File: src/rtl/serial_subtractor_if.sv
// Operand and result valid/ready handshakes for the bit-serial subtractor.
// master drives operands and result acceptance; slave is the subtractor.
interface serial_subtractor_if #(
  parameter int WIDTH = 8
);
  logic             start_valid;
  logic             start_ready;
  logic [WIDTH-1:0] a_in;
  logic [WIDTH-1:0] b_in;
  logic             brow_in;
  logic             res_valid;
  logic             res_ready;
  logic [WIDTH-1:0] diff_out;
  logic             brow_out;

  modport master (
    output start_valid, a_in, b_in, brow_in, res_ready,
    input  start_ready, res_valid, diff_out, brow_out
  );

  modport slave (
    input  start_valid, a_in, b_in, brow_in, res_ready,
    output start_ready, res_valid, diff_out, brow_out
  );
endinterface

File: src/rtl/serial_subtractor.sv
// Bit-serial unsigned subtractor: one full-subtractor cell, LSB first,
// borrow kept in a flop, parallel result behind a valid/ready handshake.
module serial_subtractor #(
  parameter int WIDTH = 8
) (
  input  logic                clk,
  input  logic                rst_n,
  serial_subtractor_if.slave  bus,
  output logic                busy
);
  localparam int CW = (WIDTH > 1) ? $clog2(WIDTH) : 1;

  typedef enum logic [1:0] {
    IDLE,
    SHIFT,
    DONE
  } state_t;

  state_t           state_q;
  state_t           state_d;
  logic [WIDTH-1:0] a_sr;
  logic [WIDTH-1:0] b_sr;
  logic [WIDTH-1:0] res_sr;
  logic [WIDTH-1:0] res_nx;
  logic [CW-1:0]    cnt;
  logic             borrow;
  logic             d;
  logic             bo;
  logic             last;

  // Full-subtractor cell on the current LSB pair.
  always_comb begin
    d      = a_sr[0] ^ b_sr[0] ^ borrow;
    bo     = (~a_sr[0] & b_sr[0]) |
             (~(a_sr[0] ^ b_sr[0]) & borrow);
    res_nx = res_sr >> 1;
    res_nx[WIDTH-1] = d;
    last   = (cnt == CW'(WIDTH - 1));
  end

  always_ff @(posedge clk) begin
    if (!rst_n) state_q <= IDLE;
    else        state_q <= state_d;
  end

  always_comb begin
    state_d = state_q;
    unique case (state_q)
      IDLE:    if (bus.start_valid) state_d = SHIFT;
      SHIFT:   if (last)            state_d = DONE;
      DONE:    if (bus.res_ready)   state_d = IDLE;
      default:                      state_d = IDLE;
    endcase
  end

  assign bus.start_ready = (state_q == IDLE);
  assign bus.res_valid   = (state_q == DONE);
  assign busy            = (state_q == SHIFT);

  always_ff @(posedge clk) begin
    if (!rst_n) begin
      a_sr         <= '0;
      b_sr         <= '0;
      res_sr       <= '0;
      cnt          <= '0;
      borrow       <= 1'b0;
      bus.diff_out <= '0;
      bus.brow_out <= 1'b0;
    end else begin
      unique case (state_q)
        IDLE: begin
          if (bus.start_valid) begin
            a_sr   <= bus.a_in;
            b_sr   <= bus.b_in;
            borrow <= bus.brow_in;
            cnt    <= '0;
            res_sr <= '0;
          end
        end
        SHIFT: begin
          res_sr <= res_nx;
          a_sr   <= a_sr >> 1;
          b_sr   <= b_sr >> 1;
          borrow <= bo;
          cnt    <= cnt + CW'(1);
          if (last) begin
            bus.diff_out <= res_nx;
            bus.brow_out <= bo;
          end
        end
        default: ;
      endcase
    end
  end
endmodule

File: src/flat_wrapper.sv
// flat-port wrapper written by rule: the top's interface ports become plain ports
module serial_subtractor_flat 
#(
  parameter int WIDTH = 8
)
  (clk, rst_n, busy, bus_start_valid, bus_a_in, bus_b_in, bus_brow_in, bus_res_ready, bus_start_ready, bus_res_valid, bus_diff_out, bus_brow_out);
  serial_subtractor_if #(.WIDTH(WIDTH)) bus_i ();
  input  logic clk;
  input  logic rst_n;
  output logic busy;
  input wire logic [$bits(bus_i.start_valid)-1:0] bus_start_valid;
  input wire logic [$bits(bus_i.a_in)-1:0] bus_a_in;
  input wire logic [$bits(bus_i.b_in)-1:0] bus_b_in;
  input wire logic [$bits(bus_i.brow_in)-1:0] bus_brow_in;
  input wire logic [$bits(bus_i.res_ready)-1:0] bus_res_ready;
  output wire logic [$bits(bus_i.start_ready)-1:0] bus_start_ready;
  output wire logic [$bits(bus_i.res_valid)-1:0] bus_res_valid;
  output wire logic [$bits(bus_i.diff_out)-1:0] bus_diff_out;
  output wire logic [$bits(bus_i.brow_out)-1:0] bus_brow_out;
  assign bus_i.start_valid = bus_start_valid;
  assign bus_i.a_in = bus_a_in;
  assign bus_i.b_in = bus_b_in;
  assign bus_i.brow_in = bus_brow_in;
  assign bus_i.res_ready = bus_res_ready;
  assign bus_start_ready = bus_i.start_ready;
  assign bus_res_valid = bus_i.res_valid;
  assign bus_diff_out = bus_i.diff_out;
  assign bus_brow_out = bus_i.brow_out;
  serial_subtractor #(.WIDTH(WIDTH)) u_core (.clk(clk), .rst_n(rst_n), .bus(bus_i), .busy(busy));
endmodule
File: config.mk
export PLATFORM = sky130hd
export DESIGN_NAME = serial_subtractor_flat
export DESIGN_NICKNAME = d
export VERILOG_FILES = /design/src/rtl/serial_subtractor_if.sv /design/src/rtl/serial_subtractor.sv /design/src/flat_wrapper.sv
export SDC_FILE = /design/constraint.sdc
export NUM_CORES = 1
export LEC_CHECK = 0
export BUFFER_PORTS_ARGS = -buffer_cell sky130_fd_sc_hd__clkbuf_2
export CAP_MARGIN = 20
export CORE_ASPECT_RATIO = 1.4
export CORE_MARGIN = 5
export CORE_UTILIZATION = 53
export DETAILED_ROUTE_END_ITERATION = 10
export PLACE_DENSITY = 0.78
export SYNTH_ARGS = -nofsm -noshare
export SYNTH_HDL_FRONTEND = slang
export SYNTH_SLANG_ARGS = --single-unit
File: constraint.sdc
create_clock -name clk -period 1.78 [get_ports clk]
set_clock_uncertainty 0.2 [all_clocks]
set_input_delay 0.356 -clock clk [delete_from_list [all_inputs] [get_ports clk]]
set_output_delay 0.356 -clock clk [all_outputs]
set_load 0.05 [all_outputs]
==> flow_summary.ini, run 1 <==
[outcome]
outcome = finished clean

[synthesis]
number_of_enable_flip_flop_cells_after_synthesis = 0
synthesized_nets = 186
synth_top_cell_by_area = sky130_fd_sc_hd__dfxtp_1
ys_types = 24
top_cell_types_by_occurrence_after_synthesis = 38 x sky130_fd_sc_hd__dfxtp_1, 33 x sky130_fd_sc_hd__nand2_1, 15 x sky130_fd_sc_hd__nor2b_1, 12 x sky130_fd_sc_hd__o211a_1, 11 x sky130_fd_sc_hd__mux2i_1
syn_area_per_cell_um2 = 9.90
yosysTopAreaCellShare = 0.474
yosys_warnings = 0
syn-cell-area_um2 = 1600
seq_area_frac_synth = 0.474
dominantRegCellSynth = sky130_fd_sc_hd__dfxtp_1
yosysMostFrequentCell = sky130_fd_sc_hd__dfxtp_1
async_sr_flop_fraction = 0
synth.top_cells.by_area = sky130_fd_sc_hd__dfxtp_1 47%, sky130_fd_sc_hd__nand2_1 7.7%, sky130_fd_sc_hd__o211a_1 7.5%
netlist_instances = 162
postSynthRegisterBits = 38

[die]
die_h_um = 75.1
rows = 23
top_level_ports = 33
die_area_um2 = 4240
fp.dieW_um = 56.5
fp.coreArea_um2 = 2880
start_util = 0.557

[cts]
clkLatencyLatePin_ns = 0.29
clkSinkCount = 38
cts_max_level = 2
root_buffer = sky130_fd_sc_hd__clkbuf_8
path_clk_slew_ns = 0.07
tritoncts = yes
clk_path_buf_depth = 2
total_clock_buffers_created_by_cts = 5

[worst_setup_path]
crit_start = u_core.state_q[0]
start_kind = flop
worst_case_register_to_register_setup_slack_ns = 0.18
cp.arrival_ns = 1.17
worst_path_largest_cell_delay_ns = 0.36
critical_path.slowest_cell = sky130_fd_sc_hd__dfxtp_1
critical_path.max_fanout = 5
timing.critical_path.required_ns = 1.22
worst_r2r_startpoint = u_core.state_q[0]
cp-end-kind = primary output
crit_path_buf_inv_count = 2
worst-setup-path-type = flop to primary output
critical-path-top-delay-family = flip-flops
crit_chain = buf_4 > nor2_4 > buf_8

[timing]
timing_max_transition_violations_final = 0
worstMarginPinSlew_ns = 0.518
setup_tns_ns = 0
worst_slack_ns = 0.0559
fin_crit_sh = 0.969
max-slew-margin-rel = 0.655
rsz_0062_raised_after_global_routing = false
final_period_minus_worst_setup_slack_ns = 1.72
max_clock_freq_ghz = 0.580
final-setup-viol-count = 0
final_hold_viol_count = 0

[power]
leakagePower_uw = 0.000908
worst_ir_drop_vdd_uv = 836
power_density_nw_per_um2 = 863

[layout]
area_delta_synth_final_pct = 21.6
final_cell_count_no_fill = 234
num-nets-final = 221
layout.cell_area.non_filler_um2 = 1950
diodes = 0
layout-drive-gt1-share = 0.284

[grt]
grt_max_degree = 32
global_route.overflow_total = 0
number_of_antenna_violations_at_the_first_check_in_global_routing = 0
vias_in_the_first_global_route = 1286
groute.usage.overall = 0.172
first_pass_grt_wire_length_um = 5580

[placement]
port_buffers = 32
dpl_cell_area_um2 = 1820
place_hpwl_um = 2380
dpl.cell_count = 226
dp_slack_ns = 0.109
gpl.final_weighted_congestion = 0.707

[route]
dr_total_vias = 1262
drt-total-wl_um = 3260
dr.pass1.iters = 5
remaining_design_rule_violation_count = 0
wl_per_cell_um = 13.9
drtIter0Drc = 22
post_drt_via_cell_ratio = 5.39
drt_antenna_net_count = 0

[hold_path]
worst_hold_startpoint = bus_b_in[5]
timing.hold.worst.class = input port to flop

[flow_run]
max_cap_viol_count = 0
## worst reg2reg max path, cell delays in order, from the launching register on
cell                       delay, ns
sky130_fd_sc_hd__dfxtp_1        0.36
sky130_fd_sc_hd__buf_4          0.19
sky130_fd_sc_hd__o21bai_2       0.35
sky130_fd_sc_hd__buf_4          0.22
sky130_fd_sc_hd__a22oi_1        0.07
sky130_fd_sc_hd__nor2b_1        0.13
## layer usage
metal / share of wire / global-route usage
met4: 0.036 / 0.113
met5: 0 / 0
met1: 0.39 / 0.171
met2: 0.51 / 0.310
met3: 0.060 / 0.0549
## logic make-up (layout without fill, tap and decap cells)
family	Yosys count	in the layout	synth area share
and+or+nand+nor	54	54	0.160
AOI/OAI and AO/OA	41	41	0.225
DFF	38	38	0.474
buffers and inverters	15	50	0.0445
muxes	11	11	0.0686
adders and majority gates	3	3	0.0281
## path summary, 6_finish.rpt
path	end	cells past startpoint
max	bus_start_ready	3
min	u_core.b_sr[5]	2
max reg2reg	u_core.res_sr[7]	5
min reg2reg	u_core.bus.diff_out[1]	2
## timing repair
action	in CTS	in global routing
buffers inserted	1	0
pin swaps	0	1
hold buffers	0	0
endpoints found under the setup margin	3	5
cloned	0	0
hold endpoints to repair	0	0
gates resized for setup	7	7
## layout by cell type (no fill, tap or decap), drive strengths merged
cell type	netlist	final
a21boi	8	8
a22oi	9	9
a32oi	2	2
and3	2	2
and3b	1	1
buf	8	11
clkbuf	4	36
clkinvlp	0	1
dfxtp	38	38
fa	1	1
ha	2	2
inv	3	2
mux2i	11	11
nand2	33	33
nand2b	1	1
nand3b	1	1
nor2	1	1
nor2b	15	15
o211a	12	12
o21a	4	4
o21ba	1	1
o21bai	1	1
o221a	3	3
o311a	1	1
## power by group
part / internal (µW) / switching, µW
registers: 890 / 24.0
logic: 112 / 110
clock network: 269 / 279
total: 1270 / 413
## registers in the layout, summed over array words and instances, names as in the netlist
signal,flops
u_core.bus.brow_out,1
u_core.bus.diff_out,8
u_core.res_sr,7
u_core.cnt,3
u_core.a_sr,8
u_core.borrow,1
u_core.b_sr,8
u_core.state_q,2
## area by class of cell
class / count / area [µm²]
repair buffers: 40 / 255
well taps: 37 / 46.3
inverters: 3 / 15.0
multi-input cells: 109 / 796
flip-flops and latches: 38 / 762
clock buffers: 7 / 76.3
fillers: 233 / 927
## stage by stage
step	util	hold slack [ns]	power, µW
global route	0.678	0.122	1770
detailed placement	0.633	0.259	1140
finish	0.678	0.129	1680
CTS	0.671	0.124	1690
floorplan	-	0.241	1080
global placement	0.633	0.250	1130
Power figures use the tool's default switching activity.
==> inputs of run 2 (changes only) <==
Settings changed: CORE_UTILIZATION 53 to 23, PLACE_DENSITY 0.78 to not set.
Clock period 1.78 ns to 2.2 ns, I/O delays scaled along.
==> flow_summary.ini, run 2 (synthesis gave the netlist of run 1 again) <==
[worst_setup_path]
timing.critical_path.required_ns = 1.56
reg2reg_depth = 5
crit_start = u_core.state_q[0]
worst-setup-path-type = flop to primary output
critical_path.max_fanout = 8
cp.arrival_ns = 1.29
cp-end-kind = primary output
worst_r2r_startpoint = u_core.cnt[0]
start_kind = flop

[route]
post_drt_via_cell_ratio = 4.19
drtIter0Drc = 56
wl_per_cell_um = 11.5
drt-total-wl_um = 3330
dr_total_vias = 1212
dr.pass1.iters = 4
drt_antenna_net_count = 0
remaining_design_rule_violation_count = 0

[timing]
final.hold.worst_slack_ns = 0.217
max_clock_freq_ghz = 0.518
final_hold_viol_count = 0
max-slew-margin-rel = 0.570
worst_slack_ns = 0.270
setup_tns_ns = 0
final-setup-viol-count = 0
timing_max_transition_violations_final = 0
worstMarginPinSlew_ns = 0.645
final_period_minus_worst_setup_slack_ns = 1.93
rsz_0062_raised_after_global_routing = false
fin_crit_sh = 0.877

[grt]
global_route.overflow_total = 0
number_of_antenna_violations_at_the_first_check_in_global_routing = 0
grt_max_degree = 39
groute.usage.overall = 0.0825
vias_in_the_first_global_route = 1240
first_pass_grt_wire_length_um = 5710

[cts]
path_clk_slew_ns = 0.07
post_cts.repair.setup_buffers = 0
clkSinkCount = 38
cts_max_level = 2
postCtsHoldBufs = 0
clk_path_buf_depth = 2
clkLatencyLatePin_ns = 0.29
post_cts.resized_instances = 0
total_clock_buffers_created_by_cts = 5
root_buffer = sky130_fd_sc_hd__clkbuf_8
tritoncts = yes

[die]
die_area_um2 = 8770
rows = 36
start_util = 0.233
top_level_ports = 33
fp.dieW_um = 80.6
die_h_um = 109
fp.coreArea_um2 = 6890

[power]
power_frac_comb = 0.113
seq_power_share = 0.499
worst_ir_drop_vdd_uv = 300
switching_share = 0.230
clockPowerShare = 0.389
leakagePower_uw = 0.000900
power_switching_uw = 341
power_density_nw_per_um2 = 751
power_report.internal_total_uw = 1140

[placement]
port_buffers = 32
gpl.final_weighted_congestion = 0.707
dpl_cell_area_um2 = 1870
place_hpwl_um = 2400
dp_slack_ns = 0.550

[hold_path]
min_delay_path_depth = 2
worst_hold_startpoint = bus_b_in[6]
timing.hold.worst.class = input port to flop

[layout]
layout.cell_area.non_filler_um2 = 1970
filler_cell_count = 749
diodes = 0
layout.cells.most_common_list = 38 x sky130_fd_sc_hd__dfxtp_1, 33 x sky130_fd_sc_hd__nand2_1, 31 x sky130_fd_sc_hd__clkbuf_2
layout_commonest_cell = sky130_fd_sc_hd__dfxtp_1
area_delta_synth_final_pct = 23.1
layout.core_utilization = 0.286
num-nets-final = 217
regs_by_ff_count = u_core.a_sr x8, u_core.b_sr x8, u_core.bus.diff_out x8
layout-drive-gt1-share = 0.242

[flow_run]
max_cap_viol_count = 0

[outcome]
outcome = finished clean
-- run 2: final cells by class --
class	count	area (µm²)	area share
Clock buffer	7	76.3	0.0387
Clock inverter	1	30.0	0.0152
Inverter	3	11.3	0.00570
Multi-Input combinational cell	109	772	0.391
Sequential cell	38	761	0.385
Tap cell	95	119	0.0602
Timing Repair Buffer	36	205	0.104
-- run 2: final timing paths --
kind                            slack (ns)                endpoint
worst max-delay path                  0.27         bus_start_ready
worst min-delay path                  0.22          u_core.b_sr[6]
worst min register to register        0.27  u_core.bus.diff_out[3]
worst max register to register        0.60  u_core.bus.diff_out[0]
-- run 2: metrics by stage --
step,total power [µW],cells
floorplan,872,162
global placement,921,281
detailed placement,925,281
CTS,1500,289
global route,1550,289
finish,1480,289
-- run 2: power groups by stage --
stage	combinational, µW	sequential (µW)	clock [µW]
global placement	168	753	0
floorplan	123	748	0
detailed placement	170	755	0
CTS	170	739	594
global route	190	743	620
finish	167	739	576
-- run 2: routing by layer --
layer  part of all wire  vias up  track usage
met5                  0        -            0
met1               0.49      545        0.109
met2               0.41       34        0.118
met3              0.078        7       0.0322
met4              0.019        0       0.0362
li1                   -      626            -
-- run 2: worst max-delay path: stages (launching register included) --
cell and delay, ns:
sky130_fd_sc_hd__dfxtp_1 0.38, sky130_fd_sc_hd__nor2_1 0.28, sky130_fd_sc_hd__clkbuf_2 0.34
==> inputs of run 3 (changes only) <==
Settings changed: CORE_MARGIN 5 to not set.
==> flow_summary.ini, run 3 (synthesis gave the netlist of run 1 again) <==
[outcome]
outcome = finished clean

[grt]
first_pass_grt_wire_length_um = 5370
grt_use_met3 = 0.0280
grt_max_degree = 39
number_of_antenna_violations_at_the_first_check_in_global_routing = 0
vias_in_the_first_global_route = 1212
global_route.overflow_total = 0
gr-max-usage-layer = met2
grt_use_met1 = 0.116
global_route_met2_usage = 0.154
groute.usage.overall = 0.0955

[timing]
max-slew-margin-rel = 0.575
worstMarginPinSlew_ns = 0.637
final_period_minus_worst_setup_slack_ns = 1.95
rsz_0062_raised_after_global_routing = false
max_clock_freq_ghz = 0.512
fin_crit_sh = 0.888
final_hold_viol_count = 0
final-setup-viol-count = 0
timing_max_transition_violations_final = 0
setup_tns_ns = 0

[die]
die_h_um = 101
top_level_ports = 33
fp.coreArea_um2 = 6660
die_area_um2 = 7320
fp.dieW_um = 72.6
rows = 35
start_util = 0.241

[route]
dr_total_vias = 1219
wl_per_cell_um = 11.3
dr.pass1.iters = 4
remaining_design_rule_violation_count = 0
drt_antenna_net_count = 0
drtIter0Drc = 41
drt-total-wl_um = 3220
post_drt_via_cell_ratio = 4.28

[layout]
area_delta_synth_final_pct = 21.7
area_of_all_sequential_standard_cells_um2 = 761
layout.cells.most_common_list = 38 x sky130_fd_sc_hd__dfxtp_1, 33 x sky130_fd_sc_hd__nand2_1, 31 x sky130_fd_sc_hd__clkbuf_2
layout-drive-gt1-share = 0.249
num-nets-final = 216
area_of_the_multi_input_gates_um2 = 772
filler_cell_count = 740
regs_by_ff_count = u_core.a_sr x8, u_core.b_sr x8, u_core.bus.diff_out x8
layout_commonest_cell = sky130_fd_sc_hd__dfxtp_1
diodes = 0

[cts]
root_buffer = sky130_fd_sc_hd__clkbuf_8
post_cts.repair.setup_buffers = 0
tritoncts = yes
path_clk_slew_ns = 0.08
postCtsHoldBufs = 0
clkSinkCount = 38
clkLatencyLatePin_ns = 0.30
cts_max_level = 2
clk_path_buf_depth = 2
post_cts.resized_instances = 0
total_clock_buffers_created_by_cts = 5

[worst_setup_path]
worst-setup-path-type = flop to primary output
cp-end-kind = primary output
critical_path.max_fanout = 9
timing.critical_path.required_ns = 1.56
cp.arrival_ns = 1.31
start_kind = flop

[power]
leakagePower_uw = 0.000890
worst_ir_drop_vdd_uv = 403
p_total_uw = 1410
power_density_nw_per_um2 = 722

[placement]
gpl.final_weighted_congestion = 0.681
place_hpwl_um = 2250
port_buffers = 32

[hold_path]
timing.hold.worst.class = input port to flop

[flow_run]
max_cap_viol_count = 0
## run 3: cell count changes in the layout (fill, tap and decap cells not counted), sizes merged
cell      previous run  this run
clkbuf              38        37
clkinv               0         1
clkinvlp             0         1
buf                  5         4
bufinv               1         0
## run 3: layer usage
metal,vias to the layer above,share of wire
met1,555,0.47
met3,7,0.060
met4,0,0.017
met5,-,0
met2,32,0.46
li1,625,-
## run 3: path summary, 6_finish.rpt
check	from	end	slack [ns]	cells after the start
worst min-delay path	bus_b_in[5]	u_core.b_sr[5]	0.20	2
worst max register to register	u_core.cnt[0]	u_core.bus.diff_out[1]	0.56	5
worst max-delay path	u_core.state_q[0]	bus_start_ready	0.25	2
worst min register to register	u_core.bus.diff_out[5]	u_core.bus.diff_out[5]	0.27	2
## run 3: critical path: stages, from the launching register on
cell	delay (ns)
sky130_fd_sc_hd__dfxtp_1	0.40
sky130_fd_sc_hd__nor2_1	0.29
sky130_fd_sc_hd__clkbuf_2	0.34
## run 3: area by class of cell
| class | instances | area share |
|---|---|---|
| Clock inverter | 2 | 0.00641 |
| Tap cell | 92 | 0.0590 |
| Multi-Input combinational cell | 109 | 0.396 |
| Inverter | 3 | 0.00577 |
| Clock buffer | 6 | 0.0423 |
| Timing Repair Buffer | 35 | 0.101 |
| Sequential cell | 38 | 0.390 |
## run 3: report_power, final
part	switching (µW)	internal (µW)
sequential	19.8	720
combinational	82.9	79.9
clock	254	252
total	357	1050
## run 3: metrics by stage
step | hold slack (ns) | setup slack (ns) | cell area (µm²) | util | cells
final | 0.200 | 0.245 | 1950 | 0.293 | 285
after global routing | 0.209 | 0.156 | 1950 | 0.293 | 285
after CTS | 0.198 | 0.240 | 1950 | 0.293 | 285
after detailed placement | 0.262 | 0.561 | 1860 | 0.279 | 277
after global placement | 0.259 | 0.572 | 1860 | 0.279 | 277
after floorplan | 0.241 | 0.205 | 1600 | - | 162
